===== src/rtl/wbs_uart_tx.sv =====
// wbs_uart_tx: Wishbone B4 pipelined slave feeding a FIFO-buffered 8N1 UART transmitter.
// Define WBS_UART_TX_STALL_EN to stall DATA writes while the FIFO is full instead of dropping them.
module wbs_uart_tx #(
    parameter int FIFO_DEPTH    = 16,
    parameter int DIVISOR_RESET = 103
) (
    input  logic        wb_clk_i,
    input  logic        wb_rst_i,
    input  logic        wb_cyc_i,
    input  logic        wb_stb_i,
    input  logic        wb_we_i,
    input  logic [3:0]  wb_sel_i,
    input  logic [15:0] wb_adr_i,
    input  logic [31:0] wb_dat_i,
    output logic [31:0] wb_dat_o,
    output logic        wb_stall_o,
    output logic        wb_ack_o,
    output logic        uart_tx
);
    localparam int PTR_W = $clog2(FIFO_DEPTH);
    localparam int LVL_W = PTR_W + 1;

    typedef enum logic [1:0] {S_IDLE, S_START, S_DATA, S_STOP} state_t;

    logic             req, wr_req, rd_req;
    logic             data_sel, stat_sel, div_sel;
    logic             fifo_empty, fifo_full, push, pop, busy, bit_end;
    logic             ovf_set, ovf_clr;
    logic [7:0]       fifo_rdata;
    logic [31:0]      status;
    logic             unused_ok;

    logic             ack_q, ack_d, ovf_q, ovf_d;
    logic [31:0]      dat_q, dat_d;
    logic [15:0]      div_q, div_d;
    logic [PTR_W-1:0] wr_ptr_q, wr_ptr_d, rd_ptr_q, rd_ptr_d;
    logic [LVL_W-1:0] level_q, level_d;
    logic [7:0]       mem_q [FIFO_DEPTH];

    state_t           state_q, state_d;
    logic [7:0]       shift_q, shift_d;
    logic [2:0]       idx_q, idx_d;
    logic [15:0]      cnt_q, cnt_d, bdiv_q, bdiv_d;

    assign unused_ok = ^{wb_adr_i[15:4], wb_adr_i[1:0], wb_dat_i[31:16], wb_sel_i[3:2]};

    assign data_sel = (wb_adr_i[3:2] == 2'd0);
    assign stat_sel = (wb_adr_i[3:2] == 2'd1);
    assign div_sel  = (wb_adr_i[3:2] == 2'd2);

`ifdef WBS_UART_TX_STALL_EN
    assign wb_stall_o = wb_cyc_i && wb_stb_i && wb_we_i && data_sel && wb_sel_i[0] && fifo_full;
`else
    assign wb_stall_o = 1'b0;
`endif

    assign req    = wb_cyc_i && wb_stb_i && !wb_stall_o;
    assign wr_req = req && wb_we_i;
    assign rd_req = req && !wb_we_i;

    assign fifo_empty = (level_q == '0);
    assign fifo_full  = (level_q == LVL_W'(FIFO_DEPTH));
    assign fifo_rdata = mem_q[rd_ptr_q];

    // A full FIFO refuses the push even if the transmitter pops in the same cycle.
    assign push    = wr_req && data_sel && wb_sel_i[0] && !fifo_full;
    assign ovf_set = wr_req && data_sel && wb_sel_i[0] && fifo_full;
    assign ovf_clr = wr_req && stat_sel && wb_sel_i[0] && wb_dat_i[3];

    always_comb begin
        div_d = div_q;
        if (wr_req && div_sel) begin
            if (wb_sel_i[0]) div_d[7:0]  = wb_dat_i[7:0];
            if (wb_sel_i[1]) div_d[15:8] = wb_dat_i[15:8];
        end
        ovf_d = (ovf_q && !ovf_clr) || ovf_set;

        status       = '0;
        status[0]    = fifo_empty;
        status[1]    = fifo_full;
        status[2]    = busy;
        status[3]    = ovf_q;
        status[15:8] = 8'(level_q);

        dat_d = '0;
        if (rd_req) begin
            if (stat_sel)     dat_d = status;
            else if (div_sel) dat_d = {16'h0, div_q};
        end
        ack_d = req;

        wr_ptr_d = push ? wr_ptr_q + 1'b1 : wr_ptr_q;
        rd_ptr_d = pop  ? rd_ptr_q + 1'b1 : rd_ptr_q;
        level_d  = level_q;
        if (push && !pop)      level_d = level_q + 1'b1;
        else if (!push && pop) level_d = level_q - 1'b1;
    end

    always_ff @(posedge wb_clk_i or posedge wb_rst_i) begin
        if (wb_rst_i) begin
            ack_q    <= 1'b0;
            dat_q    <= '0;
            div_q    <= 16'(DIVISOR_RESET);
            ovf_q    <= 1'b0;
            wr_ptr_q <= '0;
            rd_ptr_q <= '0;
            level_q  <= '0;
        end else begin
            ack_q    <= ack_d;
            dat_q    <= dat_d;
            div_q    <= div_d;
            ovf_q    <= ovf_d;
            wr_ptr_q <= wr_ptr_d;
            rd_ptr_q <= rd_ptr_d;
            level_q  <= level_d;
        end
    end

    always_ff @(posedge wb_clk_i) begin
        if (push) mem_q[wr_ptr_q] <= wb_dat_i[7:0];
        shift_q <= shift_d;
        bdiv_q  <= bdiv_d;
    end

    assign wb_ack_o = ack_q;
    assign wb_dat_o = dat_q;

    // Transmitter state register
    always_ff @(posedge wb_clk_i or posedge wb_rst_i) begin
        if (wb_rst_i) begin
            state_q <= S_IDLE;
            idx_q   <= '0;
            cnt_q   <= '0;
        end else begin
            state_q <= state_d;
            idx_q   <= idx_d;
            cnt_q   <= cnt_d;
        end
    end

    assign bit_end = (cnt_q == '0);

    // Popping at the end of a stop bit chains frames with no idle gap.
    always_comb begin
        state_d = state_q;
        shift_d = shift_q;
        idx_d   = idx_q;
        cnt_d   = cnt_q;
        bdiv_d  = bdiv_q;
        if (pop) begin
            state_d = S_START;
            shift_d = fifo_rdata;
            cnt_d   = div_q;
            bdiv_d  = div_q;
        end else begin
            case (state_q)
                S_START: begin
                    if (bit_end) begin
                        state_d = S_DATA;
                        idx_d   = '0;
                        cnt_d   = bdiv_q;
                    end else begin
                        cnt_d = cnt_q - 1'b1;
                    end
                end
                S_DATA: begin
                    if (bit_end) begin
                        shift_d = {1'b0, shift_q[7:1]};
                        idx_d   = idx_q + 1'b1;
                        cnt_d   = bdiv_q;
                        if (idx_q == 3'd7) state_d = S_STOP;
                    end else begin
                        cnt_d = cnt_q - 1'b1;
                    end
                end
                S_STOP: begin
                    if (bit_end) state_d = S_IDLE;
                    else         cnt_d   = cnt_q - 1'b1;
                end
                default: ;
            endcase
        end
    end

    always_comb begin
        uart_tx = 1'b1;
        pop     = 1'b0;
        busy    = (state_q != S_IDLE);
        case (state_q)
            S_IDLE:  pop     = !fifo_empty;
            S_START: uart_tx = 1'b0;
            S_DATA:  uart_tx = shift_q[0];
            S_STOP:  pop     = bit_end && !fifo_empty;
            default: ;
        endcase
    end

endmodule


===== config.mk =====
export PLATFORM = sky130hd
export DESIGN_NAME = wbs_uart_tx
export DESIGN_NICKNAME = d
export VERILOG_FILES = /design/src/rtl/wbs_uart_tx.sv
export SDC_FILE = /design/constraint.sdc
export NUM_CORES = 1
export LEC_CHECK = 0
export CELL_PAD_IN_SITES_DETAIL_PLACEMENT = 2
export CELL_PAD_IN_SITES_GLOBAL_PLACEMENT = 2
export CORE_UTILIZATION = 30
export DETAILED_ROUTE_END_ITERATION = 10
export PLACE_DENSITY_LB_ADDON = 0.25
export SLEW_MARGIN = 30
export SYNTH_ARGS = -nofsm -noshare
export SYNTH_HDL_FRONTEND = slang
export SYNTH_SLANG_ARGS = --single-unit

===== constraint.sdc =====
create_clock -name wb_clk_i -period 6.1 [get_ports wb_clk_i]
set_clock_uncertainty 0.05 [all_clocks]
set_input_delay 1.22 -clock wb_clk_i [delete_from_list [all_inputs] [get_ports wb_clk_i]]
set_output_delay 1.22 -clock wb_clk_i [all_outputs]
set_load 0.01 [all_outputs]

==> flow_metrics.env <==
export IMPL_power_total_mw=5.19
export IMPL_worstSetupEndpointType="flop"
export IMPL_crit_type="primary input to flop"
export IMPL_utilization_pct=36.1
export IMPL_drive_gt1_share_pct=16.7
export IMPL_overflow=0
export IMPL_synth_seq_cells=220
export IMPL_synth_edff_count=152
export IMPL_hold_ws_ns=0.470
export IMPL_clk_latency_ns=0.54
export IMPL_maxCapViolations=0
export IMPL_tns_ns=0
export IMPL_worstPathArrival_ns=4.24
export IMPL_area_growth_pct=17.2
export IMPL_start_kind="primary input"
export IMPL_path_max_fanout=9
export IMPL_fin_crit_ns=3.89
export IMPL_final_max_slew_viol_count=0
export IMPL_max_stage_delay_ns=0.57
export IMPL_critPathSlowestCell="nor3b_2"
export IMPL_grt_max_degree=37
export IMPL_syn_inst=623
export IMPL_ys_seq_area_share_pct=66.2
export IMPL_leakage_nw=3.99
export IMPL_start_util_pct=30.8
export IMPL_crit_top_cell="xnor2_1"
export IMPL_place_gp_congestion=0.775
export IMPL_ir_worst_vdd_v=0.000338
export IMPL_coreArea_um2=30800
export IMPL_post_place_ws_ns=1.60
export IMPL_dpl_hpwl_um=15600
export IMPL_cts_path_max_buffers=3
export IMPL_htree_levels=1
export IMPL_diodes=0
export IMPL_cts_tree="yes"
export IMPL_fp_dieH_um=180
export IMPL_grt_pass1_wl_um=36900
export IMPL_seq_power_share_pct=39.7
export IMPL_cts_buffers=25
export IMPL_internal_power_mw=3.49
export IMPL_synth_top_area_share_pct=48.1
export IMPL_period_share_pct=63.8
export IMPL_drc=4
export IMPL_die_area_um2=32300
export IMPL_nNetsFinal=740
export IMPL_grt_pass1_vias=6025
export IMPL_rows=64
export IMPL_via_count=5435
export IMPL_fillers=3046
export IMPL_reg2reg_slack_ns=2.49
export IMPL_num_io_pins=92
export IMPL_ctsHoldBuffers=0
export IMPL_grt_setup_unrepaired="false"
export IMPL_p_clk_share_pct=31.4
export IMPL_ys_types=62
export IMPL_port_buffer_count=42
export IMPL_firstDrtPassIters=7
export IMPL_die_w_um=180
export IMPL_powerDensity_nw_per_um2=467
export IMPL_netlist_area_um2=9480
export IMPL_cts_repair_resize_count=0
export IMPL_status="finished, violations left"
export IMPL_setup_viol=0
export IMPL_antenna_found_initial=1
export IMPL_fin_ws_ns=2.21
export IMPL_cp_data_required_time_ns=6.45
export IMPL_ys_warn_count=0
export IMPL_clk_transition_reported_paths_ns=0.06
export IMPL_crit_path_cell_trace="clkdlybuf4s50_1 > nand3_1 > nor3b_1 > nor3b_2 > ha_1 > inv_1 > fa_1 > a21o_1 > a21oi_1 > xnor2_1 > nor2_1 > xnor2_1"
export IMPL_cts_setup_buffers=0
export IMPL_gr_usage_all_layers_pct=14.9
export IMPL_sw_frac_of_total_pct=32.7
export IMPL_synthTopCellsByArea="edfxtp_1 48%, dfrtp_1 17%, mux4_2 7.8%"
export IMPL_violations="DRC"
export IMPL_synth_area_per_cell_um2=15.2
export IMPL_hp_class="flop to flop"
export IMPL_worst_pin_slew_ns=0.938
export IMPL_max_slew_margin_rel_pct=37.2
export IMPL_postRouteAntennaNets=0
export IMPL_comb_power_share_pct=28.8
export IMPL_timing_fmax_mhz=257
export IMPL_synthArstFlopShare_pct=30.9
export IMPL_avgViaCountPerCell=5.04
export IMPL_ys_flop_type="edfxtp_1"
export IMPL_routed_wl_um=23700
export IMPL_cts_sinks=220
export IMPL_drtIter0Drc=254
export IMPL_final_hold_violation_count=0
export IMPL_cts_root_buf="clkbuf_16"
export IMPL_wire_per_inst_um=21.9
export IMPL_yosysTopAreaCell="edfxtp_1"
export IMPL_power_switching_mw=1.70
-- per-layer routing --
layer	global-route usage (%)	up-vias	wire, um
met1	19.2	2881	10500
li1	-	2434	-
met3	2.23	34	724
met4	3.93	0	483
met5	0	-	0
met2	25.9	86	12000
-- stage by stage --
step	instances	area (um2)
6_report	1078	11100
4_1_cts	1078	11100
3_5_place_dp	1034	10200
3_3_place_gp	1034	10200
2_1_floorplan	639	9540
5_1_grt	1078	11100
-- worst max-delay path: cells and delay by family --
family                   cells  cell delay (ns)
AND/OR/NAND/NOR              4             1.09
adder cells (fa/ha/maj)      2             0.71
buffers and inverters        2             0.60
AO/OA/AOI/OAI                2             0.35
XOR/XNOR                     2             0.26
-- layout by cell type (no fill, tap or decap), types with 17 or more instances in the layout --
master,instances
a21oi_1,17
clkbuf_16,25
clkdlybuf4s50_1,42
conb_1,17
dfrtp_1,61
edfxtp_1,152
ha_1,17
mux2_2,17
mux4_2,33
nand2_1,43
nor2_1,34
o21ai_0,19
-- worst paths after layout --
kind | cells after the start | to | startpoint
setup reg to reg | 13 | level_q[4] | cnt_q[0]
hold / removal | 0 | bdiv_q[14] | div_q[14]
min in group asynchronous | 2 | level_q[0] | wb_rst_i
setup / recovery | 12 | level_q[4] | wb_stb_i
hold reg to reg | 0 | bdiv_q[14] | div_q[14]
max in group asynchronous | 3 | rd_ptr_q[1] | wb_rst_i
-- power groups by stage --
stage	combinational (mW)	clock, mW	sequential (mW)
final	1.49	1.63	2.06
after global routing	1.65	1.72	2.10
after CTS	1.54	1.66	2.07
after detailed placement	1.52	0	2.09
after global placement	1.45	0	2.08
after floorplan	1.18	0	1.96
-- logic make-up after synthesis --
| logic type | after synthesis | share of synthesized area [%] |
|---|---|---|
| fa+ha+maj | 18 | 2.45 |
| mux | 53 | 10.2 |
| simple gates | 150 | 8.34 |
| flops | 220 | 66.2 |
| other cells | 1 | 0.0396 |
| xor+xnor | 18 | 1.66 |
| buf+inv | 63 | 3.52 |
| compound gates | 100 | 7.65 |
-- area by class of cell --
type	instances	area (um2)	share of cell area, %
Clock buffer	31	658	5.92
Clock inverter	13	229	2.06
Inverter	13	48.8	0.439
Multi-Input combinational cell	356	2940	26.4
Sequential cell	220	6270	56.5
Tap cell	396	495	4.46
Timing Repair Buffer	49	473	4.26
-- sequential cells by signal, summed over array words and instances (netlist names) --
| name | cells |
|---|---|
| bdiv_q | 16 |
| wb_dat_o | 16 |
| ovf_q | 1 |
| wb_ack_o | 1 |
| state_q | 2 |
| level_q | 5 |
| mem_q | 128 |
| idx_q | 3 |
| cnt_q | 16 |
| rd_ptr_q | 4 |
| wr_ptr_q | 4 |
| div_q | 16 |
| shift_q | 8 |
-- synthesized netlist by cell type (13+ instances only) --
library cell,n
edfxtp_1,152
dfrtp_1,63
nand2_1,43
nor2_1,34
mux4_2,33
o21ai_0,19
buf_4,18
a21oi_1,17
clkbuf_1,17
ha_1,17
mux2_2,17
nor3_1,14
xnor2_1,13
No activity file was read; power rests on OpenSTA's default activity.
